### config.mk
export PLATFORM = sky130hd
export DESIGN_NAME = dpsk_symbol_demod
export DESIGN_NICKNAME = d
export VERILOG_FILES = /design/src/rtl/dpsk_pkg.sv /design/src/rtl/dpsk_phase_counter.sv /design/src/rtl/dpsk_symbol_demod.sv
export SDC_FILE = /design/constraint.sdc
export NUM_CORES = 1
export LEC_CHECK = 0
export CAP_MARGIN = 20
export CORE_UTILIZATION = 52
export DETAILED_ROUTE_END_ITERATION = 6
export PLACE_DENSITY = 0.76
export SLEW_MARGIN = 20
export SYNTH_ARGS = -nofsm -noshare
export SYNTH_HDL_FRONTEND = slang
export SYNTH_SLANG_ARGS = --single-unit
export TNS_END_PERCENT = 1
### constraint.sdc
create_clock -name clk -period 1.6 [get_ports clk]
set_input_delay 0.48 -clock clk [delete_from_list [all_inputs] [get_ports clk]]
set_output_delay 0.48 -clock clk [all_outputs]
set_load 0.01 [all_outputs]
### src/rtl/dpsk_pkg.sv
// Shared types and sizing helpers for the DPSK symbol demodulator.
package dpsk_pkg;

  typedef enum logic [1:0] {
    IDLE = 2'd0,
    REF  = 2'd1,
    RUN  = 2'd2
  } demod_state_t;

  // Width needed to hold 0..n-1; never narrower than one bit.
  function automatic int cnt_w(input int n);
    return (n <= 2) ? 1 : $clog2(n);
  endfunction

endpackage

### src/rtl/dpsk_phase_counter.sv
// Symbol phase counter: counts 0..SPS-1 while enabled, held at 0 while disabled
// so the first enabled cycle always sees phase 0.
module dpsk_phase_counter
  import dpsk_pkg::*;
#(
  parameter int SPS = 12
) (
  input  logic                  clk,
  input  logic                  rst,
  input  logic                  en,
  output logic [cnt_w(SPS)-1:0] phase
);

  localparam int PW = cnt_w(SPS);

  logic [PW-1:0] phase_q, phase_d;

  always_comb begin
    phase_d = '0;
    if (en) phase_d = (phase_q == PW'(SPS - 1)) ? '0 : phase_q + 1'b1;
  end

  always_ff @(posedge clk) begin
    if (rst) phase_q <= '0;
    else     phase_q <= phase_d;
  end

  assign phase = phase_q;

endmodule

### src/rtl/dpsk_symbol_demod.sv
// DPSK demodulator: samples one point per symbol, decodes against the previous
// symbol, and packs decoded bits MSB-first into words behind a valid/ready port.
module dpsk_symbol_demod
  import dpsk_pkg::*;
#(
  parameter int SPS          = 12,
  parameter int SAMPLE_PHASE = 6,
  parameter int WORD_W       = 8,
  parameter int INVERT       = 0
) (
  input  logic              clk,
  input  logic              rst,
  input  logic              inbit,
  input  logic              result_out,
  input  logic              word_ready,
  output logic              bit_out,
  output logic              bit_valid,
  output logic [WORD_W-1:0] word_out,
  output logic              word_valid,
  output logic              overrun
);

  localparam int PW = cnt_w(SPS);
  localparam int BW = cnt_w(WORD_W);

  // word_out/word_valid: a word transfers on word_valid & word_ready; word_valid
  // holds until then, and a word completing while a stale one is still pending
  // and not being accepted is dropped and flagged on the sticky overrun.
  logic [PW-1:0] phase;

  dpsk_phase_counter #(.SPS(SPS)) u_phase (
    .clk   (clk),
    .rst   (rst),
    .en    (result_out),
    .phase (phase)
  );

  demod_state_t state_q, state_d;

  logic              sample, ref_take, bit_take, dec_bit, word_done;
  logic              prev_q, prev_d;
  logic [WORD_W-1:0] shift_q, shift_d, full_word;
  logic [BW-1:0]     bit_cnt_q, bit_cnt_d;
  logic              bit_out_q, bit_out_d, bit_valid_q, bit_valid_d;
  logic [WORD_W-1:0] word_q, word_d;
  logic              word_valid_q, word_valid_d, overrun_q, overrun_d;

  assign sample = result_out && (phase == PW'(SAMPLE_PHASE));

  always_ff @(posedge clk) begin
    if (rst) state_q <= IDLE;
    else     state_q <= state_d;
  end

  // IDLE with enable high behaves like REF so a phase-0 sample point is not lost.
  always_comb begin
    state_d = state_q;
    if (!result_out) begin
      state_d = IDLE;
    end else begin
      case (state_q)
        IDLE:    state_d = sample ? RUN : REF;
        REF:     state_d = sample ? RUN : REF;
        RUN:     state_d = RUN;
        default: state_d = IDLE;
      endcase
    end
  end

  always_comb begin
    ref_take = sample && (state_q != RUN);
    bit_take = sample && (state_q == RUN);
  end

  assign dec_bit   = prev_q ^ inbit ^ (INVERT != 0);
  assign word_done = bit_take && (bit_cnt_q == BW'(WORD_W - 1));
  assign full_word = {shift_q[WORD_W-2:0], dec_bit};

  always_comb begin
    prev_d       = prev_q;
    shift_d      = shift_q;
    bit_cnt_d    = bit_cnt_q;
    bit_valid_d  = bit_take;
    bit_out_d    = bit_take & dec_bit;
    word_d       = word_q;
    word_valid_d = word_valid_q;
    overrun_d    = overrun_q;

    if (!result_out) begin
      shift_d   = '0;
      bit_cnt_d = '0;
    end else if (ref_take) begin
      prev_d = inbit;
    end else if (bit_take) begin
      prev_d    = inbit;
      shift_d   = full_word;
      bit_cnt_d = word_done ? '0 : bit_cnt_q + 1'b1;
    end

    if (word_valid_q && word_ready) word_valid_d = 1'b0;
    if (word_done) begin
      if (!word_valid_q || word_ready) begin
        word_d       = full_word;
        word_valid_d = 1'b1;
      end else begin
        overrun_d = 1'b1;
      end
    end
  end

  always_ff @(posedge clk) begin
    if (rst) begin
      prev_q       <= 1'b0;
      shift_q      <= '0;
      bit_cnt_q    <= '0;
      bit_out_q    <= 1'b0;
      bit_valid_q  <= 1'b0;
      word_q       <= '0;
      word_valid_q <= 1'b0;
      overrun_q    <= 1'b0;
    end else begin
      prev_q       <= prev_d;
      shift_q      <= shift_d;
      bit_cnt_q    <= bit_cnt_d;
      bit_out_q    <= bit_out_d;
      bit_valid_q  <= bit_valid_d;
      word_q       <= word_d;
      word_valid_q <= word_valid_d;
      overrun_q    <= overrun_d;
    end
  end

  assign bit_out    = bit_out_q;
  assign bit_valid  = bit_valid_q;
  assign word_out   = word_q;
  assign word_valid = word_valid_q;
  assign overrun    = overrun_q;

endmodule

==> flow_metrics.env <==
export IMPL_viasPerCell=5.395
export IMPL_power_density_nw_per_um2=816.4
export IMPL_finalClockSkew_ns=0.01100
export IMPL_yosysUniqueCellTypes=29
export IMPL_grt_pass1_vias=933
export IMPL_status="finished clean"
export IMPL_clockRootBuffer="clkbuf_4"
export IMPL_worst_pin_slew_ns=0.3188
export IMPL_arrival_ns=1.75
export IMPL_antenna_cells=0
export IMPL_clock_sinks=29
export IMPL_die_y_um=50.73
export IMPL_path_class="flip-flop to flip-flop"
export IMPL_drtAntennaViolNets=0
export IMPL_tritoncts="built"
export IMPL_critical_path_buf_inv_count=0
export IMPL_fp_dieW_um=50.73
export IMPL_cts_hold_buffers_added=0
export IMPL_highest_layer="met4"
export IMPL_clockBufferDepth=2
export IMPL_cp_top_family="simple AND/OR/NAND/NOR gates"
export IMPL_antenna_found_initial=0
export IMPL_dr_pass1_iters=4
export IMPL_ys_ff_latch=29
export IMPL_final_max_slew_viol_count=0
export IMPL_synth_net_count=139
export IMPL_cts_max_level=2
export IMPL_setup_viol=0
export IMPL_ios=17
export IMPL_coreArea_um2=2233
export IMPL_wl_met3_um=129
export IMPL_hpwl_um=1676
export IMPL_syn_inst=130
export IMPL_clkSlewWorstSetupHoldPaths_ns=0.08
export IMPL_grt_overflow=0
export IMPL_cpPeakStageDelay_ns=0.52
export IMPL_final_common_cell="dfxtp_1"
export IMPL_gp_congestion=0.8072
export IMPL_ys_seq_area_share_pct=47.01
export IMPL_rsz0062_at_grt="false"
export IMPL_hold_violations=0
export IMPL_detail_route_wl_per_cell_um=12.46
export IMPL_grt_max_degree=22
export IMPL_fin_crit_ns=1.499
export IMPL_layout_drive_gt1_share_pct=15.29
export IMPL_routed_wl_um=2305
export IMPL_area_delta_synth_final_pct=26.14
export IMPL_vias=998
export IMPL_clk_latency_ns=0.32
export IMPL_crit_chain="ha_1, ha_1, or4_1, a21oi_1"
export IMPL_syn_cell_area_um2=1235
export IMPL_relSlewSlack_pct=78.70
export IMPL_drv_cap=0
export IMPL_drt_met1_wl_um=1055
export IMPL_numPortBuffers=16
export IMPL_grt_total_usage_pct=22.02
export IMPL_drt_iter0_drc=21
export IMPL_start_util_pct=55.29
export IMPL_fmax_mhz=667.1
export IMPL_worstHoldPathType="flip-flop to flip-flop"
export IMPL_start_kind="flip-flop"
export IMPL_fin_area_um2=1558
export IMPL_remaining_drc_errors=0
export IMPL_syn_area_per_cell_um2=9.499
export IMPL_worst_setup_path_end_kind="flip-flop"
export IMPL_cts_setup_buffers=0
export IMPL_critPathMostFrequentCell="ha_1"
export IMPL_cts_buffers=5
export IMPL_layout_common_cells="dfxtp_1, nand2b_1, dlygate4sd2_1"
export IMPL_dpl_cell_area_um2=1489
export IMPL_die_area_um2=2574
export IMPL_path_max_fanout=5
export IMPL_cpMaxStageDelayCell="or4_1"
export IMPL_cp_required_ns=1.85
export IMPL_ir_worst_vdd_v=0.0005878
export IMPL_row_count=17
export IMPL_fin_nets=165
export IMPL_p_leak_nw=0.6432
export IMPL_fin_util_pct=69.75
export IMPL_grt_pass1_wl_um=4043
export IMPL_fin_crit_sh_pct=93.69
export IMPL_wl_met2_um=1090
export IMPL_synth_warnings=0
## stage by stage
stage	hold WS [ns]	setup slack, ns	TNS (ns)	std cells	total power [mW]
floorplan	0.4345	0.1774	0	130	0.7687
global placement	0.4459	-0.2995	-3.646	177	0.7908
detailed placement	0.4621	-0.3850	-5.278	177	0.7928
CTS	0.4717	0.03361	0	185	1.283
global route	0.5010	0.01244	0	185	1.326
finish	0.4687	0.1010	0	185	1.272
## path summary, 6_finish.rpt
kind	slack (ns)	cells after the start	start	to
setup / recovery	0.10	4	bit_cnt_q[0]	bit_cnt_q[0]
hold / removal	0.47	1	state_q[1]	state_q[0]
setup reg to reg	0.10	4	bit_cnt_q[0]	bit_cnt_q[0]
hold reg to reg	0.47	1	state_q[1]	state_q[0]
## where the power goes
group	switching (mW)	total [mW]	internal (mW)
Clock	0.243	0.497	0.254
Sequential	0.00302	0.728	0.725
Combinational	0.0210	0.0470	0.0259
Total	0.267	1.27	1.01
## sequential cells by signal, summed over array words and instances (netlist names)
register / flops
word_valid: 1
state_q: 2
prev_q: 1
bit_valid: 1
overrun: 1
shift_q: 7
bit_out: 1
u_phase.phase: 4
bit_cnt_q: 3
word_out: 8
## per-layer routing
layer,GRT usage [%],vias up
li1,-,505
met1,25.70,457
met2,34.44,32
met3,9.394,4
met4,10.65,0
met5,0,-
## cell type report
cell class	instances	area (um2)
fillers	195	675.6
multi-input cells	90	614.3
flip-flops and latches	29	580.6
repair buffers	28	250.2
clock buffers	7	65.06
well taps	28	35.03
inverters	2	7.507
clock inverters	1	5.005
## cells by family (layout without fill, tap and decap cells)
group           after synthesis  count (layout)  synth area share, %
fa+ha+maj                     4               4                4.053
simple gates                 49              49                24.72
flops                        29              29                47.01
xor+xnor                      1               1               0.7093
buf+inv                      11              38                4.154
compound gates               27              27                12.06
mux                           9               9                7.295
## synth_stat cells
master    count  area, um2
a41oi_1       1      8.760
dfxtp_1      29      580.6
nor2b_1       2      12.51
mux2i_1       9      90.09
nand4b_1      1      8.760
ha_1          4      50.05
and3b_1       1      8.760
nand3b_1      1      7.510
xor2_1        1      8.760
o21ai_0      10      50.05
nor4b_2       1      15.01
or4_1         1      7.510
nor3b_1       1      7.510
a31oi_1       1      6.260
nand3_1       7      35.03
o21a_1        1      7.510
a31o_2        1      8.760
and4b_1       1      10.01
nand4b_4      1      23.77
clkbuf_1      5      18.77
nor2_1        8      30.03
buf_2         2      10.01
nor3_1        3      15.01
a21oi_1      12      60.06
a21boi_0      1      7.510
nand2_1       3      11.26
inv_1         2      7.510
buf_4         2      15.01
nand2b_1     18      112.6
## timing repair
item | 4_1_cts | 5_1_grt
pin swaps | 0 | 1
endpoints found under the setup margin | 20 | 8
gates resized for setup | 13 | 3
hold endpoints to repair | 0 | 0
Power figures use the tool's default switching activity.
